===== src/rtl/controller_pkg.sv =====
// Shared decode definitions for the instruction controller: opcode encodings,
// instruction field positions and the decoded control bundle.
package controller_pkg;

   typedef enum logic [3:0] {
      OP_ALUR  = 4'h0,
      OP_CMPR  = 4'h2,
      OP_SW    = 4'h5,
      OP_BCOND = 4'h6,
      OP_ALUI  = 4'h8,
      OP_LW    = 4'h9,
      OP_CMPI  = 4'hA,
      OP_JAL   = 4'hB
   } op1_e;

   localparam int DATA_W  = 32;
   localparam int IMM_W   = 16;
   localparam int SEL_W   = 4;
   localparam int OP1_LSB = 0;
   localparam int FN_LSB  = 4;
   localparam int IMM_LSB = 8;
   localparam int RS2_LSB = 20;
   localparam int RS1_LSB = 24;
   localparam int RD_LSB  = 28;

   localparam int              CMP_BIT       = 4;
   localparam logic [4:0]      ALUOP_ADD     = 5'h00;
   localparam logic [4:0]      ALUOP_CMP_CLS = 5'(1) << CMP_BIT;
   localparam logic [DATA_W-1:0] PC_STEP     = 32'd4;

   typedef struct packed {
      logic [SEL_W-1:0]         selRegRead1;
      logic [SEL_W-1:0]         selRegRead2;
      logic [SEL_W-1:0]         selRegWrite;
      logic signed [DATA_W-1:0] imm;
      logic [4:0]               selALUop;
      logic                     enBranch;
      logic                     enRegWrite;
      logic                     enMemWrite;
      logic                     aluSrcIsReg;
      logic                     memToReg;
   } ctrl_t;

   function automatic logic signed [DATA_W-1:0] signExt16(input logic [IMM_W-1:0] v);
      return {{(DATA_W-IMM_W){v[IMM_W-1]}}, v};
   endfunction

endpackage


===== src/rtl/controller_decode.sv =====
// Pure combinational instruction decode: splits the word into fields and
// produces register selects, immediate, ALU op and enables per opcode.
module controller_decode
   import controller_pkg::*;
(
   input  logic [DATA_W-1:0] instWord,
   output ctrl_t             ctrl
);

   logic [3:0]       op1;
   logic [3:0]       fn;
   logic [SEL_W-1:0] rs1;
   logic [SEL_W-1:0] rs2;
   logic [SEL_W-1:0] rd;

   assign op1 = instWord[OP1_LSB +: 4];
   assign fn  = instWord[FN_LSB  +: 4];
   assign rs1 = instWord[RS1_LSB +: SEL_W];
   assign rs2 = instWord[RS2_LSB +: SEL_W];
   assign rd  = instWord[RD_LSB  +: SEL_W];

   always_comb begin
      ctrl     = '0;
      // The immediate is produced for every opcode, including illegal ones.
      ctrl.imm = signExt16(instWord[IMM_LSB +: IMM_W]);
      case (op1)
         OP_ALUR, OP_CMPR: begin
            ctrl.selRegRead1 = rs1;
            ctrl.selRegRead2 = rs2;
            ctrl.selRegWrite = rd;
            ctrl.selALUop    = (op1 == OP_CMPR) ? (ALUOP_CMP_CLS | {1'b0, fn}) : {1'b0, fn};
            ctrl.aluSrcIsReg = 1'b1;
            ctrl.enRegWrite  = 1'b1;
         end
         OP_ALUI, OP_CMPI: begin
            ctrl.selRegRead1 = rs1;
            ctrl.selRegWrite = rd;
            ctrl.selALUop    = (op1 == OP_CMPI) ? (ALUOP_CMP_CLS | {1'b0, fn}) : {1'b0, fn};
            ctrl.enRegWrite  = 1'b1;
         end
         OP_LW: begin
            ctrl.selRegRead1 = rs1;
            ctrl.selRegWrite = rd;
            ctrl.selALUop    = ALUOP_ADD;
            ctrl.enRegWrite  = 1'b1;
            ctrl.memToReg    = 1'b1;
         end
         OP_SW: begin
            ctrl.selRegRead1 = rs1;
            ctrl.selRegRead2 = rd;
            ctrl.selALUop    = ALUOP_ADD;
            ctrl.enMemWrite  = 1'b1;
         end
         OP_BCOND: begin
            // rd is read, not written: it is the second compare operand.
            ctrl.selRegRead1 = rs1;
            ctrl.selRegRead2 = rd;
            ctrl.selALUop    = ALUOP_CMP_CLS | {1'b0, fn};
            ctrl.aluSrcIsReg = 1'b1;
            ctrl.enBranch    = 1'b1;
         end
         OP_JAL: begin
            ctrl.selRegRead1 = rs1;
            ctrl.selRegWrite = rd;
            ctrl.selALUop    = ALUOP_ADD;
            ctrl.enRegWrite  = 1'b1;
         end
         default: ;
      endcase
   end

endmodule


===== src/rtl/controller.sv =====
// Instruction controller: decode, next-PC candidate and optional output register.
// Define CONTROLLER_OUTREG_EN to register all outputs (1-cycle latency).
module controller
   import controller_pkg::*;
(
   input  logic              clk,
   input  logic              reset,
   input  logic [DATA_W-1:0] pcOut,
   input  logic [DATA_W-1:0] instWord,
   output logic [SEL_W-1:0]  selRegRead1,
   output logic [SEL_W-1:0]  selRegRead2,
   output logic [SEL_W-1:0]  selRegWrite,
   output logic [DATA_W-1:0] imm,
   output logic [4:0]        selALUop,
   output logic [DATA_W-1:0] pcNext,
   output logic              enBranch,
   output logic              enRegWrite,
   output logic              enMemWrite,
   output logic              aluSrcIsReg,
   output logic              memToReg
);

   ctrl_t             ctrl_p0;
   logic [DATA_W-1:0] pcPlus4_p0;
   logic [DATA_W-1:0] pcNext_p0;
   ctrl_t             ctrlOut;
   logic [DATA_W-1:0] pcNextOut;

   controller_decode uDecode (
      .instWord (instWord),
      .ctrl     (ctrl_p0)
   );

   // Word offset added as raw bits so any overflow wraps modulo 2^32.
   assign pcPlus4_p0 = pcOut + PC_STEP;
   assign pcNext_p0  = ctrl_p0.enBranch ? (pcPlus4_p0 + {ctrl_p0.imm[DATA_W-3:0], 2'b00})
                                        : pcPlus4_p0;

`ifdef CONTROLLER_OUTREG_EN
   ctrl_t             ctrl_p1;
   logic [DATA_W-1:0] pcNext_p1;

   // ---- stage p0 -> p1: output register ----
   always_ff @(posedge clk or posedge reset) begin
      if (reset) begin
         ctrl_p1   <= '0;
         pcNext_p1 <= '0;
      end else begin
         ctrl_p1   <= ctrl_p0;
         pcNext_p1 <= pcNext_p0;
      end
   end

   assign ctrlOut   = ctrl_p1;
   assign pcNextOut = pcNext_p1;
`else
   logic unusedClkReset;
   assign unusedClkReset = clk ^ reset;

   assign ctrlOut   = ctrl_p0;
   assign pcNextOut = pcNext_p0;
`endif

   assign selRegRead1 = ctrlOut.selRegRead1;
   assign selRegRead2 = ctrlOut.selRegRead2;
   assign selRegWrite = ctrlOut.selRegWrite;
   assign imm         = ctrlOut.imm;
   assign selALUop    = ctrlOut.selALUop;
   assign pcNext      = pcNextOut;
   assign enBranch    = ctrlOut.enBranch;
   assign enRegWrite  = ctrlOut.enRegWrite;
   assign enMemWrite  = ctrlOut.enMemWrite;
   assign aluSrcIsReg = ctrlOut.aluSrcIsReg;
   assign memToReg    = ctrlOut.memToReg;

endmodule


===== config.mk =====
export PLATFORM = sky130hd
export DESIGN_NAME = controller
export DESIGN_NICKNAME = d
export VERILOG_FILES = /design/src/rtl/controller_pkg.sv /design/src/rtl/controller_decode.sv /design/src/rtl/controller.sv
export SDC_FILE = /design/constraint.sdc
export NUM_CORES = 1
export LEC_CHECK = 0
export CORE_UTILIZATION = 38
export DETAILED_ROUTE_END_ITERATION = 16
export GPL_TIMING_DRIVEN = 0
export PLACE_DENSITY = 0.8
export SLEW_MARGIN = 40
export SYNTH_ARGS = -nofsm -noshare
export SYNTH_HDL_FRONTEND = slang
export SYNTH_HIERARCHICAL = 1
export SYNTH_SLANG_ARGS = --single-unit

===== constraint.sdc =====
create_clock -name vclk -period 4.3
set_clock_uncertainty 0.05 [all_clocks]
set_input_delay 0.86 -clock vclk [all_inputs]
set_output_delay 0.86 -clock vclk [all_outputs]
set_load 0.02 [all_outputs]

# --- Word level (Yosys, flattened, before mapping) ---
# Index checks and enable logic that the tools add are counted.
word_totals:
  register_bits: 0
  word_cells: 28
classes:
  n_addsub: 2
  n_reduce_logical: 7
  n_eq_ne: 7
  n_mux: 12
op_table:
  columns: ["cell", "count"]
  rows:
  - ["$add A32 B3 Y32 const B", 1]
  - ["$add A32 B32 Y32", 1]
  - ["$mux W32", 1]
  - ["$eq A4 B4 Y1 const B", 4]
  - ["$pmux W5 S3", 1]
  - ["$mux W5", 2]
  - ["$eq A4 B3 Y1 const B", 2]
  - ["$mux W4", 2]
  - ["$pmux W4 S2", 1]
  - ["$reduce_or A8 Y1", 1]
  - ["$reduce_or A2 Y1", 3]
  - ["$reduce_or A6 Y1", 1]
  - ["$mux W1", 5]
  - ["$eq A4 B2 Y1 const B", 1]
  - ["$logic_not A4 Y1", 1]
  - ["$reduce_or A3 Y1", 1]

# --- Logic depth before layout (Yosys ltp) ---
# Gate-level depths: netlist (run 1).
depth:
  ltp_word: 3
  mapped_depth: 14
  mapped_depth_nobuf: 14

# --- Cells and area by module ---
# The synthesis (run 1) kept the hierarchy.
by_module_without_submodules:
  columns: ["module", "seq_area_each_um2", "cells_per_inst", "area_per_inst_um2", "n_inst"]
  rows:
  - ["controller", 0.0, 358, 2442.3, 1]
  - ["controller_decode", 0.0, 70, 508.0, 1]

# --- Worst setup path after synthesis (run 1) ---
# No wires, ideal clock.
synth_timing:
  kind: "input -> output"
  from: "input port pcOut[5]"
  to: "output port pcNext[31]"
  path_buffers: 0
  path_stages: 14
  arrival_time_ns: 3.896
  t_required_ns: 3.390
  path_slack_ns: -0.506
  cell_sequence: "and4_1 nand4_1 or2_2 nor2_1 xor2_1 ha_1 a21o_1 a21o_1 a21oi_1 o21ai_1 a221oi_2 o31ai_2 mux2_4 xnor2_1"
synth_between:
  elab_chain_cells: 3
synth_rtl:
  columns: ["element", "line_no", "source"]
  rows:
  - ["start: declaration", "controller.sv:8", "input logic [DATA_W-1:0] pcOut,"]
  - ["$add A32 B3 Y32 *", "controller.sv:35", "assign pcPlus4_p0 = pcOut + PC_STEP;"]
  - ["$add A32 B32 Y32", "controller.sv:36", "assign pcNext_p0 = ctrl_p0.enBranch ? (pcPlus4_p0 + {ctrl_p0.imm[DATA_W-3:0], 2'b00})"]
  - ["$mux W32 *", "controller.sv:36", null]
  - ["end: declaration", "controller.sv:15", "output logic [DATA_W-1:0] pcNext,"]
# Every way passes the cells marked *; elsewhere a longest branch is shown, timed or not.

# --- Final worst setup path (run 1) ---
# Same ends and word-level chain as after synthesis.

==> impl_metrics.env, run 1 <==
export IMPL_layout_area_seq_um2=0
export IMPL_finalCritPeriodShare_pct=114
export IMPL_gp_congestion=0.888
export IMPL_failed_checks="setup timing"
export IMPL_placement_io_buffers=135
export IMPL_via_count=4088
export IMPL_max_cap_violations=0
export IMPL_worstMarginPinSlew_ns=0.680
export IMPL_rsz0062_at_grt="yes"
export IMPL_detail_route_vias_per_cell=5.62
export IMPL_drt_wirelength_per_cell_um=16.8
export IMPL_place_hpwl_mm=8.34
export IMPL_setup_violations_final=19
export IMPL_leakage_nw=2.45
export IMPL_grt_max_degree=19
export IMPL_synth_top_cell_by_area="sky130_fd_sc_hd__ha_1"
export IMPL_crit_path_top_delay_cell="sky130_fd_sc_hd__mux2_4"
export IMPL_syn_num_nets=532
export IMPL_fin_area_um2=5610
export IMPL_post_synth_instance_area_um2=2950
export IMPL_area_fraction_of_the_dominant_cell_type_after_synthesis_pct=15.7
export IMPL_worst_slack_ns=-0.584
export IMPL_arrival_time_at_the_worst_endpoint_ns=3.97
export IMPL_syn_avg_cell_area_um2=6.89
export IMPL_ir_worst_vdd_mv=0.0795
export IMPL_wire_length_of_the_first_global_routing_pass_mm=17.9
export IMPL_synth_seq_area_share_pct=0
export IMPL_cp_cell_sequence="buf_8 > and4_4 > nand4_1 > buf_4 > nor2_2 > nand2_1 > xnor2_1 > ha_2 > and3_4 > nand4_1 > a211oi_4 > o211ai_2 > o31ai_2 > mux2_4 > xnor2_4 > buf_6"
export IMPL_worst_endpoint_required_ns=3.39
export IMPL_placed_cells_incl_taps=662
export IMPL_final_core_utilization_pct=76.1
export IMPL_post_route_min_period_ns=4.88
export IMPL_route_final_wire_length_mm=12.2
export IMPL_antenna_found_initial=0
export IMPL_timing_fmax_mhz=205
export IMPL_area_growth_pct=90.2
export IMPL_hold_path_class="primary input to primary output"
export IMPL_yosys_warnings=6
export IMPL_dieWidth_um=90.1
export IMPL_max_stage_delay_on_crit_path_ns=0.36
export IMPL_grt_ovfl_total=0
export IMPL_power_per_cell_area_nw_per_um2=131
export IMPL_whs_ns=2.22
export IMPL_die_area_um2=8120
export IMPL_setup_worst_path_end_class="primary output"
export IMPL_initialDrtViolationCount=208
export IMPL_area_contributors_post_synth="sky130_fd_sc_hd__ha_1 (16%), sky130_fd_sc_hd__xnor2_1 (9.8%), sky130_fd_sc_hd__buf_4 (8.9%), sky130_fd_sc_hd__a21oi_1 (7.0%), sky130_fd_sc_hd__nor2_1 (5.7%)"
export IMPL_antennaDiodeCount=0
export IMPL_n_sequential_cell=0
export IMPL_critical_path_most_common_cell="sky130_fd_sc_hd__nand4_1"
export IMPL_drive_above_1_share_pct=42.8
export IMPL_num_io_pins=152
export IMPL_overall_global_routing_resource_usage_pct=26.0
export IMPL_netlist_cell_type_count=57
export IMPL_instances_no_fill=727
export IMPL_slew_limit_headroom_pct=54.7
export IMPL_die_h_um=90.1
export IMPL_timing_critical_path_buf_inv=3
export IMPL_run_status="finished, violations left"
export IMPL_route_detailed_drc=0
export IMPL_finalHoldViolCount=0
export IMPL_placedInstanceArea_um2=4510
export IMPL_worst_path_dominant_cell_family="simple AND/OR/NAND/NOR gates"
export IMPL_core_um2=7370
export IMPL_final_net_count=734
export IMPL_initial_core_util_pct=40.0
export IMPL_post_synthesis_instance_total=428
export IMPL_cts_hold_repair_buffers=0
export IMPL_first_global_vias=3949
export IMPL_critical_path_class="primary input to primary output"
export IMPL_detailedRoute_firstPassIterationCount=4
export IMPL_final_sum_of_negative_setup_slack_ns=-5.95
export IMPL_num_rows=31
export IMPL_final_max_slew_viol_count=0
export IMPL_clock_buffer_count=0
export IMPL_cp_max_fo=5
export IMPL_setup_worst_path_start_class="primary input"
export IMPL_detail_route_antenna_nets=0
==> synthesized netlist by cell type, types with 3 or more instances <==
cell type / instances
sky130_fd_sc_hd__nor2_1: 45
sky130_fd_sc_hd__mux2_2: 4
sky130_fd_sc_hd__nand2_1: 31
sky130_fd_sc_hd__xor2_1: 17
sky130_fd_sc_hd__and3_1: 8
sky130_fd_sc_hd__inv_1: 11
sky130_fd_sc_hd__and2_1: 13
sky130_fd_sc_hd__a31oi_1: 5
sky130_fd_sc_hd__a211oi_1: 5
sky130_fd_sc_hd__and4_1: 4
sky130_fd_sc_hd__o21bai_1: 3
sky130_fd_sc_hd__and2_2: 4
sky130_fd_sc_hd__a21oi_1: 41
sky130_fd_sc_hd__o211ai_2: 3
sky130_fd_sc_hd__nand2b_1: 8
sky130_fd_sc_hd__buf_4: 35
sky130_fd_sc_hd__ha_1: 37
sky130_fd_sc_hd__xnor2_1: 33
sky130_fd_sc_hd__nand3_1: 16
sky130_fd_sc_hd__o21ai_0: 21
sky130_fd_sc_hd__nor3_1: 5
sky130_fd_sc_hd__o21a_1: 5
sky130_fd_sc_hd__a21o_1: 16
sky130_fd_sc_hd__clkbuf_1: 7
sky130_fd_sc_hd__nand4_1: 10
sky130_fd_sc_hd__a32oi_1: 4
sky130_fd_sc_hd__nor2b_1: 3
==> metrics by stage <==
stage | worst slack (ns) | total power [mW]
after floorplan | -0.108 | 0.365
after global placement | -1.63 | 0.568
after detailed placement | -1.67 | 0.577
after CTS | -0.507 | 0.646
after global routing | -0.729 | 0.780
final | -0.584 | 0.735
==> per-layer routing <==
layer	global-route usage, %	wire length (um)	up-vias
met2	51.1	6340	213
met5	0	0	-
met1	27.8	4740	1922
li1	-	-	1915
met3	3.13	719	38
met4	9.95	395	0
==> layout by cell type, fill, tap and decap left out, types with 15 or more instances in the layout <==
cell type and n:
sky130_fd_sc_hd__buf_4 103, sky130_fd_sc_hd__clkdlybuf4s50_1 86, sky130_fd_sc_hd__nor2_1 38, sky130_fd_sc_hd__a21oi_1 31, sky130_fd_sc_hd__nand2_1 27, sky130_fd_sc_hd__ha_1 19
sky130_fd_sc_hd__buf_6 18, sky130_fd_sc_hd__xnor2_1 17, sky130_fd_sc_hd__a21o_1 16, sky130_fd_sc_hd__xnor2_2 15
==> report_power, final <==
group / internal, mW / switching [mW] / total, mW
combinational: 0.364 / 0.371 / 0.735
sequential: 0 / 0 / 0
clock: 0 / 0 / 0
total: 0.364 / 0.371 / 0.735
==> final timing paths <==
path | start | endpoint | slack, ns | depth (start not counted)
max | pcOut[5] | pcNext[31] | -0.58 | 16
min | pcOut[2] | pcNext[2] | 2.22 | 3
==> cell type report <==
type	instances	area [um^2]
Buffer	44	327
Fill cell	517	1760
Inverter	11	43.8
Multi-Input combinational cell	372	3300
Tap cell	99	124
Timing Repair Buffer	201	1820
==> logic make-up after synthesis <==
kind of cell / count (synthesis) / synth area share (%)
simple gates: 158 / 27.5
compound gates: 120 / 27.1
buf+inv: 56 / 11.9
xor+xnor: 50 / 14.8
fa+ha+maj: 38 / 16.4
mux: 6 / 2.37
==> repair_timing <==
item / CTS / global route
pin swaps: 59 / 37
resized for setup: 237 / 80
buffers inserted: 47 / 20
setup endpoints to repair: 30 / 23
(Power assumes the default switching activity.)
==> run 2: changes to the inputs <==
- SLEW_MARGIN: 40 -> 20
==> results of run 2 <==
Same layout as run 1: the final DEF is identical, and so are final timing and power.
